`config.mk`:
```
export PLATFORM = sky130hd
export DESIGN_NAME = ifid_queue
export DESIGN_NICKNAME = d
export VERILOG_FILES = /design/src/rtl/ifid_queue.sv
export SDC_FILE = /design/constraint.sdc
export NUM_CORES = 1
export LEC_CHECK = 0
export BUFFER_PORTS_ARGS = -buffer_cell sky130_fd_sc_hd__buf_2
export CAP_MARGIN = 15
export CELL_PAD_IN_SITES_DETAIL_PLACEMENT = 0
export CELL_PAD_IN_SITES_GLOBAL_PLACEMENT = 1
export CORE_MARGIN = 2
export CORE_UTILIZATION = 40
export CTS_BUF_LIST = sky130_fd_sc_hd__clkbuf_8
export CTS_CLUSTER_SIZE = 28
export DETAILED_ROUTE_END_ITERATION = 8
export GPL_TIMING_DRIVEN = 0
export PLACE_DENSITY = 0.82
export SYNTH_ARGS = -nofsm -noshare
export SYNTH_HDL_FRONTEND = slang
export SYNTH_SLANG_ARGS = --single-unit
```
`constraint.sdc`:
```
create_clock -name clk -period 9.75 [get_ports clk]
set_input_delay 0.975 -clock clk [delete_from_list [all_inputs] [get_ports clk]]
set_output_delay 0.975 -clock clk [all_outputs]
set_load 0.02 [all_outputs]
```
`src/rtl/ifid_queue.sv`:
```
// rtl/ifid_queue.sv - IF/ID boundary queue of {pc, inst} pairs with handshakes, lock stall and flush
module ifid_queue #(
  parameter int ADDR_W   = 32,
  parameter int INST_W   = 32,
  parameter int DEPTH    = 2,
  parameter int LOCK_W   = 5,
  parameter int LOCK_BIT = 1,
  parameter int BSWAP    = 0
) (
  input  logic                       clk,
  input  logic                       rst,
  input  logic                       if_valid_i,
  output logic                       if_ready_o,
  input  logic [ADDR_W-1:0]          if_pc,
  input  logic [INST_W-1:0]          if_inst,
  input  logic [LOCK_W-1:0]          lock,
  input  logic                       IFID_clean_i,
  output logic                       id_valid_o,
  input  logic                       id_ready_i,
  output logic [ADDR_W-1:0]          id_pc,
  output logic [INST_W-1:0]          id_inst,
  output logic [$clog2(DEPTH+1)-1:0] count_o
);

  localparam int PTR_W = $clog2(DEPTH);
  localparam int CNT_W = $clog2(DEPTH+1);
  localparam logic [PTR_W-1:0] PTR_ONE = PTR_W'(1);
  localparam logic [CNT_W-1:0] CNT_ONE = CNT_W'(1);
  localparam logic [CNT_W-1:0] CNT_FULL = CNT_W'(DEPTH);

  logic [ADDR_W-1:0] pc_mem   [DEPTH];
  logic [INST_W-1:0] inst_mem [DEPTH];

  logic [PTR_W-1:0] wr_ptr_q, wr_ptr_d;
  logic [PTR_W-1:0] rd_ptr_q, rd_ptr_d;
  logic [CNT_W-1:0] count_q, count_d;

  logic             push;
  logic             pop;
  logic             stall;
  logic [INST_W-1:0] inst_wr;
  logic             lock_unused;

  // Only one bit of the shared lock vector concerns this stage.
  assign stall       = lock[LOCK_BIT];
  assign lock_unused = ^lock;

  // Handshake state comes from registered occupancy only, so nothing falls through.
  assign if_ready_o = (count_q != CNT_FULL);
  assign id_valid_o = (count_q != '0);
  assign count_o    = count_q;

  assign push = if_valid_i & if_ready_o;
  assign pop  = id_valid_o & id_ready_i & ~stall;

  // Head entry toward decode, zero bubble when empty.
  assign id_pc   = id_valid_o ? pc_mem[rd_ptr_q]   : '0;
  assign id_inst = id_valid_o ? inst_mem[rd_ptr_q] : '0;

  generate
    if (BSWAP != 0) begin : g_bswap
      // Reverse byte order of the incoming instruction before it is stored.
      always_comb begin
        inst_wr = '0;
        for (int b = 0; b < INST_W/8; b++) begin
          inst_wr[8*b +: 8] = if_inst[INST_W-8-8*b +: 8];
        end
      end
    end else begin : g_pass
      assign inst_wr = if_inst;
    end
  endgenerate

  // Pointer/occupancy next state: flush empties the queue and discards any same-cycle push or pop.
  always_comb begin
    wr_ptr_d = wr_ptr_q;
    rd_ptr_d = rd_ptr_q;
    count_d  = count_q;
    if (IFID_clean_i) begin
      wr_ptr_d = '0;
      rd_ptr_d = '0;
      count_d  = '0;
    end else begin
      if (push) wr_ptr_d = wr_ptr_q + PTR_ONE;
      if (pop)  rd_ptr_d = rd_ptr_q + PTR_ONE;
      case ({push, pop})
        2'b10:   count_d = count_q + CNT_ONE;
        2'b01:   count_d = count_q - CNT_ONE;
        default: count_d = count_q;
      endcase
    end
  end

  // Control registers; reset overrides flush and traffic.
  always_ff @(posedge clk) begin
    if (!rst) begin
      wr_ptr_q <= '0;
      rd_ptr_q <= '0;
      count_q  <= '0;
    end else begin
      wr_ptr_q <= wr_ptr_d;
      rd_ptr_q <= rd_ptr_d;
      count_q  <= count_d;
    end
  end

  // Entry storage; contents need no reset because occupancy gates the outputs.
  always_ff @(posedge clk) begin
    if (rst && push && !IFID_clean_i) begin
      pc_mem[wr_ptr_q]   <= if_pc;
      inst_mem[wr_ptr_q] <= inst_wr;
    end
  end

  a_count_range: assert property (@(posedge clk) disable iff (!rst) count_q <= CNT_FULL);
  a_no_push_full: assert property (@(posedge clk) disable iff (!rst) !(push && count_q == CNT_FULL));
  a_no_pop_empty: assert property (@(posedge clk) disable iff (!rst) !(pop && count_q == '0));

endmodule

```
==> run summary <==
The average cell area after synthesis came out at 16.9 um^2. Across the VDD grid, the largest voltage drop is 0.0969 mV. The number of antenna violations at the first check in global routing came to 0. The number of buffers inserted by post-CTS setup repair is 0.

The path type of the worst min-delay path is reg2reg. The routed wire length is 9.64 mm. The final worst-path setup slack is 6890 ps. In the final layout, the multi-input gates occupy 1020 um^2.

OpenSTA, run right after detailed placement, puts the worst setup slack at 6700 ps. Global routing finished with a remaining overflow of 0. The total via count after detailed routing came out at 2976. The launch point of the critical path is count_o[0]$_SDFFE_PP0P_. The horizontal extent of the die is 116 um.

Counting flops and latches in the post-synthesis netlist gives 133. The top cell type by area accounts for 76.2% of the synthesized area. The final number of setup-violating endpoints came out at 0.

The number of instances in the synthesized netlist came out at 299. The total power density per cell area is 175 nW/um^2. The net count of the mapped netlist came out at 374. The time the final worst path needs with I/O delays and setup is 2860 ps. The synthesized area came out at 5040 um^2. The tightest slew margin relative to the limit is 41.3%. The first global-routing pass estimated 14.7 mm of wire. The number of filler cells placed in the layout came out at 1077. The top cell types in the final layout, fill and taps aside, are sky130_fd_sc_hd__buf_2 (143), sky130_fd_sc_hd__edfxtp_1 (128), sky130_fd_sc_hd__nor2_1 (67), sky130_fd_sc_hd__mux2i_1 (64), sky130_fd_sc_hd__clkbuf_8 (17). Summing all flip-flop and latch instances after layout gives 3940 um^2. After detailed routing, the number of vias per cell comes to 4.58. Relative to the synthesized area, the layout overhead comes to 27.7%. The combined global-route utilization of all metal layers came out at 14.8%. The upper clock frequency limit is 350 MHz. The via count of the first global-routing pass came out at 2974.

For the pin with the worst max-slew slack, the measured transition is 875 ps. STA classifies the critical path startpoint as a flop. The I/O pin count came out at 142.

The final critical-path share of the clock period came out at 29.3%. Max-cap violations in this run came to 0. The largest fanout on the critical path came out at 10.

The die area came out at 13500 um^2. The final antenna-violating net count came out at 0. The number of different library cells in the post-synthesis netlist came out at 19. The leakage power is 2.40 nW.

The post-detailed-route wirelength per cell came out at 14.8 um. TritonCTS built the clock tree. The first TritonRoute pass finished after 4 iterations. The largest net degree at the start of global routing is 17. Buffers inserted to repair hold after CTS numbered 0. The root buffer cell chosen for the clock tree is sky130_fd_sc_hd__clkbuf_8.

The setup slack on the worst flop-to-flop path is 7320 ps. The arrival time at the worst endpoint came out at 1880 ps. The worst hold path begins at rd_ptr_q$_SDFFE_PP0P_.

The floorplan core area is 12500 um^2. The final-report max-slew violation count is 0. The run finished with clean final reports. The clock latency on the worst-skew pair is 430 ps. Ranked by total cell area, the synthesized netlist is headed by sky130_fd_sc_hd__edfxtp_1 (76%), sky130_fd_sc_hd__mux2i_1 (13%), sky130_fd_sc_hd__nor2_1 (5.0%). The total count of hold-check failures in the final report is 0. The half-perimeter wire length after placement came out at 6.83 mm. Cells with a size suffix above 1 make up 40.2% of the layout. The number of gates resized after CTS was 0. The worst setup path is captured at an output pin.

The CTS H-tree depth came out at 4. The number of clock sinks is 133. The endpoint required time on the critical path is 8780 ps. The most common cell after layout, fill and taps aside is sky130_fd_sc_hd__buf_2.

The antenna diode instance count is 0. Clock-pin slew was measured on the worst setup and hold paths at 70 ps. After floorplanning, the core was divided into 41 placement rows.

The count of yosys warnings during synthesis came out at 0. The number of nets in the layout is 541. The initial utilization of the core area, before any placement, comes to 40.5%. The TritonCTS buffer count is 17. The count of buffers inserted at the top-level ports is 137. The final total negative setup slack is 0 ps. The worst setup path is of the reg2out kind. Setup repair after global routing left no endpoint under its margin. After detailed routing, the number of remaining DRC violations is 0. Of all cell types, the one taking the most synthesized area is sky130_fd_sc_hd__edfxtp_1. The die outline height is 116 um.

The number of buffers between clock root and the deepest sink came out at 2. The last weighted congestion value of the routability-driven placer is 0.664. The clock skew came out at 7.70 ps.

For this block, the initial DRC count from the detailed router was 177. In this run the critical register-to-register path is launched from count_o[0]$_SDFFE_PP0P_. The fraction of the yosys area taken by sequential cells is 78.2%.
synth_stat cells (all sizes together):
cell / instances
xnor2: 1
nand3: 1
nor2: 67
clkbuf: 2
nand2b: 3
nor3: 2
dfxtp: 5
a21oi: 4
inv: 2
o21ai: 2
mux2i: 64
edfxtp: 128
xor2: 1
ha: 1
or3: 2
a21o: 1
nand2: 1
buf: 12
per-layer routing:
layer | GRT usage, % | up-vias | share of wire (%)
met1 | 17.1 | 1432 | 43
met4 | 4.52 | 0 | 0.86
met5 | 0 | - | 0
li1 | - | 1443 | -
met3 | 6.80 | 7 | 6.2
met2 | 24.6 | 94 | 50
registers in the layout, summed over array words and instances, names as in the netlist, named ones only:
name,cells
rd_ptr_q,1
pc_mem,64
wr_ptr_q,1
count_o,2
inst_mem,64
cell families (layout without fill, tap and decap cells):
group | Yosys count | after routing | share of synthesized area, %
AO/OA/AOI/OAI | 7 | 7 | 0.744
flip-flops | 133 | 133 | 78.2
AND/OR/NAND/NOR | 76 | 76 | 5.98
adder cells (fa/ha/maj) | 1 | 1 | 0.248
buffers and inverters | 16 | 195 | 1.79
XOR/XNOR | 2 | 2 | 0.347
multiplexers | 64 | 64 | 12.7
worst paths after layout:
path                              to  depth (start not counted)
max                        id_pc[28]                          5
min                             flop                          2
max reg2reg  pc_mem[0][28]$_DFFE_PP_                          6
min reg2reg                     flop                          2
worst max-delay path, cell delays in order, from the launching register on:
cell,delay (ps)
sky130_fd_sc_hd__dfxtp_1,350
sky130_fd_sc_hd__nor2_1,270
sky130_fd_sc_hd__buf_2,310
sky130_fd_sc_hd__buf_2,270
sky130_fd_sc_hd__nor2_1,90
sky130_fd_sc_hd__buf_2,160
per-stage QoR:
step | std cells | hold WS (ps) | cell area, um^2 | utilization, % | total power [W]
global route | 650 | 558 | 6440 | 51.7 | 0.00118
CTS | 650 | 522 | 6440 | 51.7 | 0.00114
detailed placement | 619 | 512 | 6090 | 48.9 | 0.000736
global placement | 608 | 490 | 5940 | 47.7 | 0.000733
floorplan | 299 | 480 | 5040 | - | 0.000697
finish | 650 | 517 | 6440 | 51.7 | 0.00113
report_power, final:
| group | internal (W) | total (W) | switching, W |
|---|---|---|---|
| logic | 0.0000309 | 0.0000822 | 0.0000513 |
| registers | 0.000638 | 0.000640 | 0.00000274 |
| clock network | 0.000197 | 0.000405 | 0.000208 |
| total | 0.000865 | 0.00113 | 0.000262 |
final cells by class:
cell class / count / area share (%)
Sequential cell: 133 / 61.2
Clock buffer: 17 / 3.63
Timing Repair Buffer: 148 / 12.8
Clock inverter: 14 / 1.77
Buffer: 14 / 1.28
Tap cell: 172 / 3.34
Inverter: 2 / 0.117
Multi-Input combinational cell: 150 / 15.8
Note: power is estimated with default switching activity, not from simulation.
